`config.mk`:
```
export PLATFORM = sky130hd
export DESIGN_NAME = disarm_cmd_sequencer
export DESIGN_NICKNAME = d
export VERILOG_FILES = /design/src/rtl/disarm_cmd_sequencer.sv
export SDC_FILE = /design/constraint.sdc
export NUM_CORES = 1
export LEC_CHECK = 0
export CAP_MARGIN = 20
export CORE_UTILIZATION = 30
export DETAILED_ROUTE_END_ITERATION = 16
export REMOVE_ABC_BUFFERS = 1
export SYNTH_ARGS = -nofsm -noshare
export SYNTH_HDL_FRONTEND = slang
export SYNTH_SLANG_ARGS = --single-unit
```
`constraint.sdc`:
```
create_clock -name clk -period 2.7 [get_ports clk]
set_input_delay 0.54 -clock clk [delete_from_list [all_inputs] [get_ports clk]]
set_output_delay 0.54 -clock clk [all_outputs]
set_load 0.005 [all_outputs]
```
`src/rtl/disarm_cmd_sequencer.sv`:
```
// Disarm command front-end: qualifies one request at a time, pulses the executor,
// waits (bounded) for its done level and returns a status/result response.
module disarm_cmd_sequencer #(
  parameter int HOLD_CYCLES    = 8,
  parameter int TIMEOUT_CYCLES = 64,
  parameter int CNT_W          = 16
) (
  input  logic        clk,
  input  logic        rst_n,
  input  logic        req_valid,
  input  logic        req_force,
  output logic        req_ready,
  input  logic        landed,
  input  logic        throttle_low,
  output logic        start,
  input  logic        done,
  input  logic [31:0] result_in,
  output logic        rsp_valid,
  input  logic        rsp_ready,
  output logic [1:0]  rsp_status,
  output logic [31:0] rsp_result,
  output logic        busy
);

  typedef enum logic [2:0] {
    S_IDLE,
    S_QUAL,
    S_ISSUE,
    S_WAIT,
    S_RESP
  } state_t;

  localparam logic [1:0] ST_OK       = 2'b00;
  localparam logic [1:0] ST_REJECTED = 2'b01;
  localparam logic [1:0] ST_TIMEOUT  = 2'b10;

  localparam logic [CNT_W-1:0] HOLD_LIM = CNT_W'(HOLD_CYCLES);
  localparam logic [CNT_W-1:0] TMO_LIM  = CNT_W'(TIMEOUT_CYCLES);

  state_t            state, state_nx;
  logic              force_q, force_nx;
  logic [CNT_W-1:0]  hold_cnt, hold_nx, hold_inc;
  logic [CNT_W-1:0]  tmo_cnt, tmo_nx, tmo_inc;
  logic              rsp_valid_nx;
  logic [1:0]        status_nx;
  logic [31:0]       result_nx;

  assign req_ready = (state == S_IDLE);

  // Saturating increments: counters stick at all-ones instead of wrapping.
  assign hold_inc = (hold_cnt == '1) ? hold_cnt : hold_cnt + CNT_W'(1);
  assign tmo_inc  = (tmo_cnt  == '1) ? tmo_cnt  : tmo_cnt  + CNT_W'(1);

  always_comb begin
    // NOTE: every output of this block gets a default first, so no path can infer a latch.
    state_nx     = state;
    force_nx     = force_q;
    hold_nx      = hold_cnt;
    tmo_nx       = tmo_cnt;
    rsp_valid_nx = rsp_valid;
    status_nx    = rsp_status;
    result_nx    = rsp_result;

    unique case (state)
      S_IDLE: begin
        if (req_valid) begin
          force_nx = req_force;
          hold_nx  = '0;
          tmo_nx   = '0;
          state_nx = S_QUAL;
        end
      end

      S_QUAL: begin
        tmo_nx = tmo_inc;
        if (force_q) begin
          state_nx = S_ISSUE;
        end else begin
          hold_nx = (landed && throttle_low) ? hold_inc : '0;
          // Qualification is tested before the timeout so it wins a same-cycle tie.
          if (landed && throttle_low && (hold_inc >= HOLD_LIM)) begin
            state_nx = S_ISSUE;
          end else if (tmo_inc >= TMO_LIM) begin
            state_nx     = S_RESP;
            rsp_valid_nx = 1'b1;
            status_nx    = ST_REJECTED;
            result_nx    = '0;
          end
        end
      end

      S_ISSUE: begin
        tmo_nx   = '0;
        state_nx = S_WAIT;
      end

      S_WAIT: begin
        if (done) begin
          state_nx     = S_RESP;
          rsp_valid_nx = 1'b1;
          status_nx    = ST_OK;
          result_nx    = result_in;
        end else begin
          tmo_nx = tmo_inc;
          if (tmo_inc >= TMO_LIM) begin
            state_nx     = S_RESP;
            rsp_valid_nx = 1'b1;
            status_nx    = ST_TIMEOUT;
            result_nx    = '0;
          end
        end
      end

      S_RESP: begin
        if (rsp_ready) begin
          rsp_valid_nx = 1'b0;
          state_nx     = S_IDLE;
        end
      end

      default: state_nx = S_IDLE;
    endcase
  end

  always_ff @(posedge clk) begin
    // NOTE: state is updated with non-blocking assignments so every register sees pre-edge values.
    if (!rst_n) begin
      state      <= S_IDLE;
      force_q    <= 1'b0;
      hold_cnt   <= '0;
      tmo_cnt    <= '0;
      start      <= 1'b0;
      busy       <= 1'b0;
      rsp_valid  <= 1'b0;
      rsp_status <= ST_OK;
      rsp_result <= '0;
    end else begin
      state      <= state_nx;
      force_q    <= force_nx;
      hold_cnt   <= hold_nx;
      tmo_cnt    <= tmo_nx;
      // ISSUE lasts exactly one cycle, so registering its entry yields a single-cycle pulse.
      start      <= (state_nx == S_ISSUE);
      busy       <= (state_nx != S_IDLE);
      rsp_valid  <= rsp_valid_nx;
      rsp_status <= status_nx;
      rsp_result <= result_nx;
    end
  end

endmodule

```
==> key figures <==
Layout
  • Util after Layout: 50.3%
  • Net count of the finished layout: approximately 640
  • Antenna diodes: 0
  • Ratio of cells with drive above 1 in the final layout: 29.4%
  • Number of fillers in the final layout: roughly 1100
  • Synthesis-to-finish area growth: 60.7%

CTS
  • Number of buffers on the longest clock path: 2
  • Skew-Pair Late Insertion Delay: 0.33 ns
  • Clock tree from TritonCTS: built
  • TritonCTS Buffers: 9
  • Count of clock tree sinks: 73
  • Max H-tree Level: 3
  • Clk slew on worst S/H paths: 0.06 ns
  • Clock tree root driver cell: sky130_fd_sc_hd__clkbuf_16

Yosys
  • Area share of the leading cell type in the synthesized netlist: between 40 and 50%
  • Sequential fraction of the synthesis area: roughly 40%
  • Post-synth ARST share: 0%
  • Gate count of the mapped netlist: 432
  • Proportion of synthesized area in mux cells: under 10%
  • Number of flip-flops and latches in the synthesized netlist: 73
  • Synthesized-area fraction occupied by and/or/nand/nor cells: a little under a quarter
  • Post-synth top area cell: sky130_fd_sc_hd__dfxtp_1
  • Share of the synthesized area in compound gates (AO/OA/AOI/OAI): 26.2%
  • Mean post-synth cell area: around 8.4 um2
  • Synth Flop Type: sky130_fd_sc_hd__dfxtp_1
  • Adder and majority cell fraction of the synthesized area: less than 1%
  • Library cells used by synthesis: 53
  • Area of the mapped netlist: 3630 um2
  • Yosys warning total: 0
  • Xor-xnor portion of the synthesized cell area: 3.13%
  • Count of flip-flops with a built-in enable after synthesis: 0
  • Most area-consuming cells after synthesis: sky130_fd_sc_hd__dfxtp_1, sky130_fd_sc_hd__a32o_1, sky130_fd_sc_hd__nor2_1, sky130_fd_sc_hd__a21oi_1, sky130_fd_sc_hd__nand2_1
  • Largest family of logic cells by synthesized area: compound AO/OA/AOI/OAI gates

GRT
  • Via count of the first global-routing pass: 3929
  • Pin count of the biggest net entering global routing: 39
  • Grt ovf: 0
  • Total GRT Usage: a little under a fifth
  • Global-route wire length before repair: 19300 um
  • Number of antenna violations at the first check in global routing: 0

STA
  • Post-layout min period: about 2.8 ns
  • Number of slew-limit violations in the final report: 0
  • Total setup violations reported at the end of the flow: 32
  • Setup repair after global routing missed its margin: true
  • Number of hold violations in the final report: 0
  • Headroom to the max-slew limit: 61.1%
  • Worst setup skew after layout: ~0.0083 ns
  • Slew of the pin with the lowest slew margin: 0.583 ns
  • Final period util: 103%
  • Fmax: around 360 MHz
  • Final worst slack: -0.0815 ns

Route
  • Drt first-iter violations: approximately 310
  • Final wirelength: 11800 um
  • Post-detailed-route via-to-cell ratio: 5.41
  • Routed wire length per instance: approximately 16 um
  • Number of iterations in the first detailed-routing pass: 5
  • Vias post-DR: 4051
  • Final ANT Viol Nets: 0
  • Remaining DRCs: 0

Worst setup path
  • Category of cells accounting for the largest share of critical-path delay: compound AO/OA/AOI/OAI gates
  • Crit. End Element: flop
  • Critical path data arrival time: around 3 ns
  • Most Frequent Cell on Critical Path: sky130_fd_sc_hd__buf_4
  • Crit-path max cell delay: 0.39 ns
  • Slowest stage cell on the critical path: sky130_fd_sc_hd__dfxtp_2
  • Largest fanout of any net on the critical path: 21
  • Cell count of the worst reg-to-reg path: 11
  • Required time reported for the critical path endpoint: 2.92 ns
  • Bufs and invs on worst path: 3
  • Startpoint type of the worst setup path: flop
  • Critical Path, Cell by Cell: nand4_1 > buf_4 > nor4_4 > buf_4 > mux2i_4 > o2111ai_2 > o41ai_2 > nand2_1 > a21o_4 > buf_12 > a32o_1
  • Crit path depth: 11
  • Worst setup path category: reg -> reg

Placed design
  • Worst-case setup slack after placement: -0.121 ns
  • Half-perimeter wire length after placement: 7800 um
  • IO Port Bufs: 77
  • Gpl congestion: 0.858

Run
  • Max_cap viols: 0

Status
  • Result of the run: finished with violations
  • Failing checks: setup timing

Floorplan
  • Die Wd: approximately 110 um
  • Std cell rows: 39
  • Total core area: 11600 um2
  • Die area: between 10000 and 15000 um2
  • Number of I/O pins: 78
  • Initial Utilization: 31.3%
  • Vert. Die Dim: 112 um

Worst hold path
  • Class of the worst hold path: reg -> reg
  • Worst Hold Path Cells: 2

Power
  • Gate power share: 9.2%
  • Switching share of power: 24.0%
  • Leakage power: ~2.3 nW
  • Relative contribution of sequential cells to total power: 44.7%
  • Total net switching power: 0.000587 W
  • Internal Dissipation: 0.00186 W
  • Power Dens Cells: 419 nW/um2
  • Peak VDD IR: 0.000415 V
  • Part of the power in the clock network: 46.0%
==> repair_timing <==
item,CTS,global route
hold buffers,0,0
pin swaps,15,21
endpoints found under the setup margin,32,38
resized for setup,37,30
buffers inserted,19,11
==> flip-flops by register name, indices dropped and copies added (netlist names) <==
name	count
state	3
hold_cnt	16
rsp_status	2
rsp_valid	1
busy	1
start	1
tmo_cnt	16
force_q	1
rsp_result	32
==> tightest hold or removal path, delay by kind of cell, from the launching register on <==
family,cells,cell delay [ns]
DFF,1,0.31
buffers and inverters,1,0.05
AOI/OAI and AO/OA,1,0.05
==> layer usage <==
metal | share of wire [%] | vias up | global-route usage, %
met3 | 7.7 | 17 | 5.67
met2 | 46 | 149 | 30.0
li1 | - | 1974 | -
met4 | 1.9 | 0 | 7.56
met5 | 0 | - | 0
met1 | 44 | 1911 | 24.5
==> synth_stat cells (4+ instances only) <==
| cell type | count |
|---|---|
| sky130_fd_sc_hd__dfxtp_1 | 73 |
| sky130_fd_sc_hd__nor2_1 | 48 |
| sky130_fd_sc_hd__nand2_1 | 43 |
| sky130_fd_sc_hd__a21oi_1 | 33 |
| sky130_fd_sc_hd__a32o_1 | 32 |
| sky130_fd_sc_hd__o21ai_0 | 23 |
| sky130_fd_sc_hd__clkbuf_1 | 17 |
| sky130_fd_sc_hd__nor3_1 | 16 |
| sky130_fd_sc_hd__nand4_1 | 15 |
| sky130_fd_sc_hd__nand3_1 | 12 |
| sky130_fd_sc_hd__inv_1 | 9 |
| sky130_fd_sc_hd__xor2_1 | 9 |
| sky130_fd_sc_hd__or3_1 | 7 |
| sky130_fd_sc_hd__and4_1 | 6 |
| sky130_fd_sc_hd__buf_2 | 6 |
| sky130_fd_sc_hd__nor4_1 | 6 |
| sky130_fd_sc_hd__a211oi_1 | 5 |
| sky130_fd_sc_hd__mux2i_1 | 5 |
| sky130_fd_sc_hd__a31oi_1 | 4 |
| sky130_fd_sc_hd__o21a_1 | 4 |
| sky130_fd_sc_hd__xnor2_1 | 4 |
==> power groups by stage <==
stage                     clock, W  combinational, W  sequential, W
after floorplan                  0         0.0000849        0.00112
after global placement           0          0.000216        0.00112
after detailed placement         0          0.000219        0.00112
after CTS                  0.00115          0.000223        0.00110
after global routing       0.00120          0.000247        0.00110
final                      0.00113          0.000226        0.00110
==> metrics by stage <==
stage / hold WS (ns) / instances / setup TNS, ns / power (W) / instance area (um2)
3_5_place_dp: 0.439 / 706 / -3.12 / 0.00134 / 5090
3_3_place_gp: 0.431 / 706 / -3.26 / 0.00134 / 5090
2_1_floorplan: 0.437 / 405 / -5.18 / 0.00121 / 3500
5_1_grt: 0.465 / 749 / -6.26 / 0.00254 / 5840
4_1_cts: 0.446 / 740 / -0.476 / 0.00247 / 5670
6_report: 0.448 / 749 / -1.84 / 0.00245 / 5840
==> layout by cell type (no fill, tap or decap), types with 4 or more instances in the layout <==
cell type                           n
sky130_fd_sc_hd__xnor2_1            4
sky130_fd_sc_hd__o21a_1             4
sky130_fd_sc_hd__buf_6              7
sky130_fd_sc_hd__dfxtp_4            5
sky130_fd_sc_hd__nor2_1            46
sky130_fd_sc_hd__and4_1             6
sky130_fd_sc_hd__dfxtp_2           13
sky130_fd_sc_hd__inv_1              9
sky130_fd_sc_hd__buf_4            100
sky130_fd_sc_hd__xor2_1             9
sky130_fd_sc_hd__or3_1              6
sky130_fd_sc_hd__nor3_1            12
sky130_fd_sc_hd__a32o_1            32
sky130_fd_sc_hd__nand3_1           12
sky130_fd_sc_hd__clkbuf_16          9
sky130_fd_sc_hd__nor3_2             4
sky130_fd_sc_hd__dfxtp_1           55
sky130_fd_sc_hd__nand2_1           42
sky130_fd_sc_hd__a21oi_1           33
sky130_fd_sc_hd__a31oi_1            4
sky130_fd_sc_hd__nand4_1           15
sky130_fd_sc_hd__clkdlybuf4s50_1   77
sky130_fd_sc_hd__o21ai_0           21
sky130_fd_sc_hd__nor4_4             4
==> layout make-up <==
| cell class | instances | area (um2) | share of cell area (%) |
|---|---|---|---|
| timing repair buffer | 186 | 1640 | 28.1 |
| tap | 143 | 179 | 3.06 |
| sequential | 73 | 1500 | 25.6 |
| clock inverter | 4 | 28.8 | 0.493 |
| inverter | 9 | 33.8 | 0.578 |
| clock buffer | 11 | 253 | 4.33 |
| multi-input combinational | 323 | 2210 | 37.8 |
==> final timing paths <==
kind / to / startpoint / slack [ns]
max: rsp_result[0] / hold_cnt[9] / -0.08
min: rsp_valid / rsp_valid / 0.45
max reg2reg: rsp_result[0] / hold_cnt[9] / -0.08
min reg2reg: rsp_valid / rsp_valid / 0.45
==> cells by family (layout without fill, tap and decap cells) <==
family	count (synthesis)	count (layout)
flip-flops	73	73
adder cells (fa/ha/maj)	2	2
AO/OA/AOI/OAI	131	131
AND/OR/NAND/NOR	172	172
XOR/XNOR	13	13
multiplexers	5	5
buffers and inverters	36	210
(Power assumes the default switching activity.)
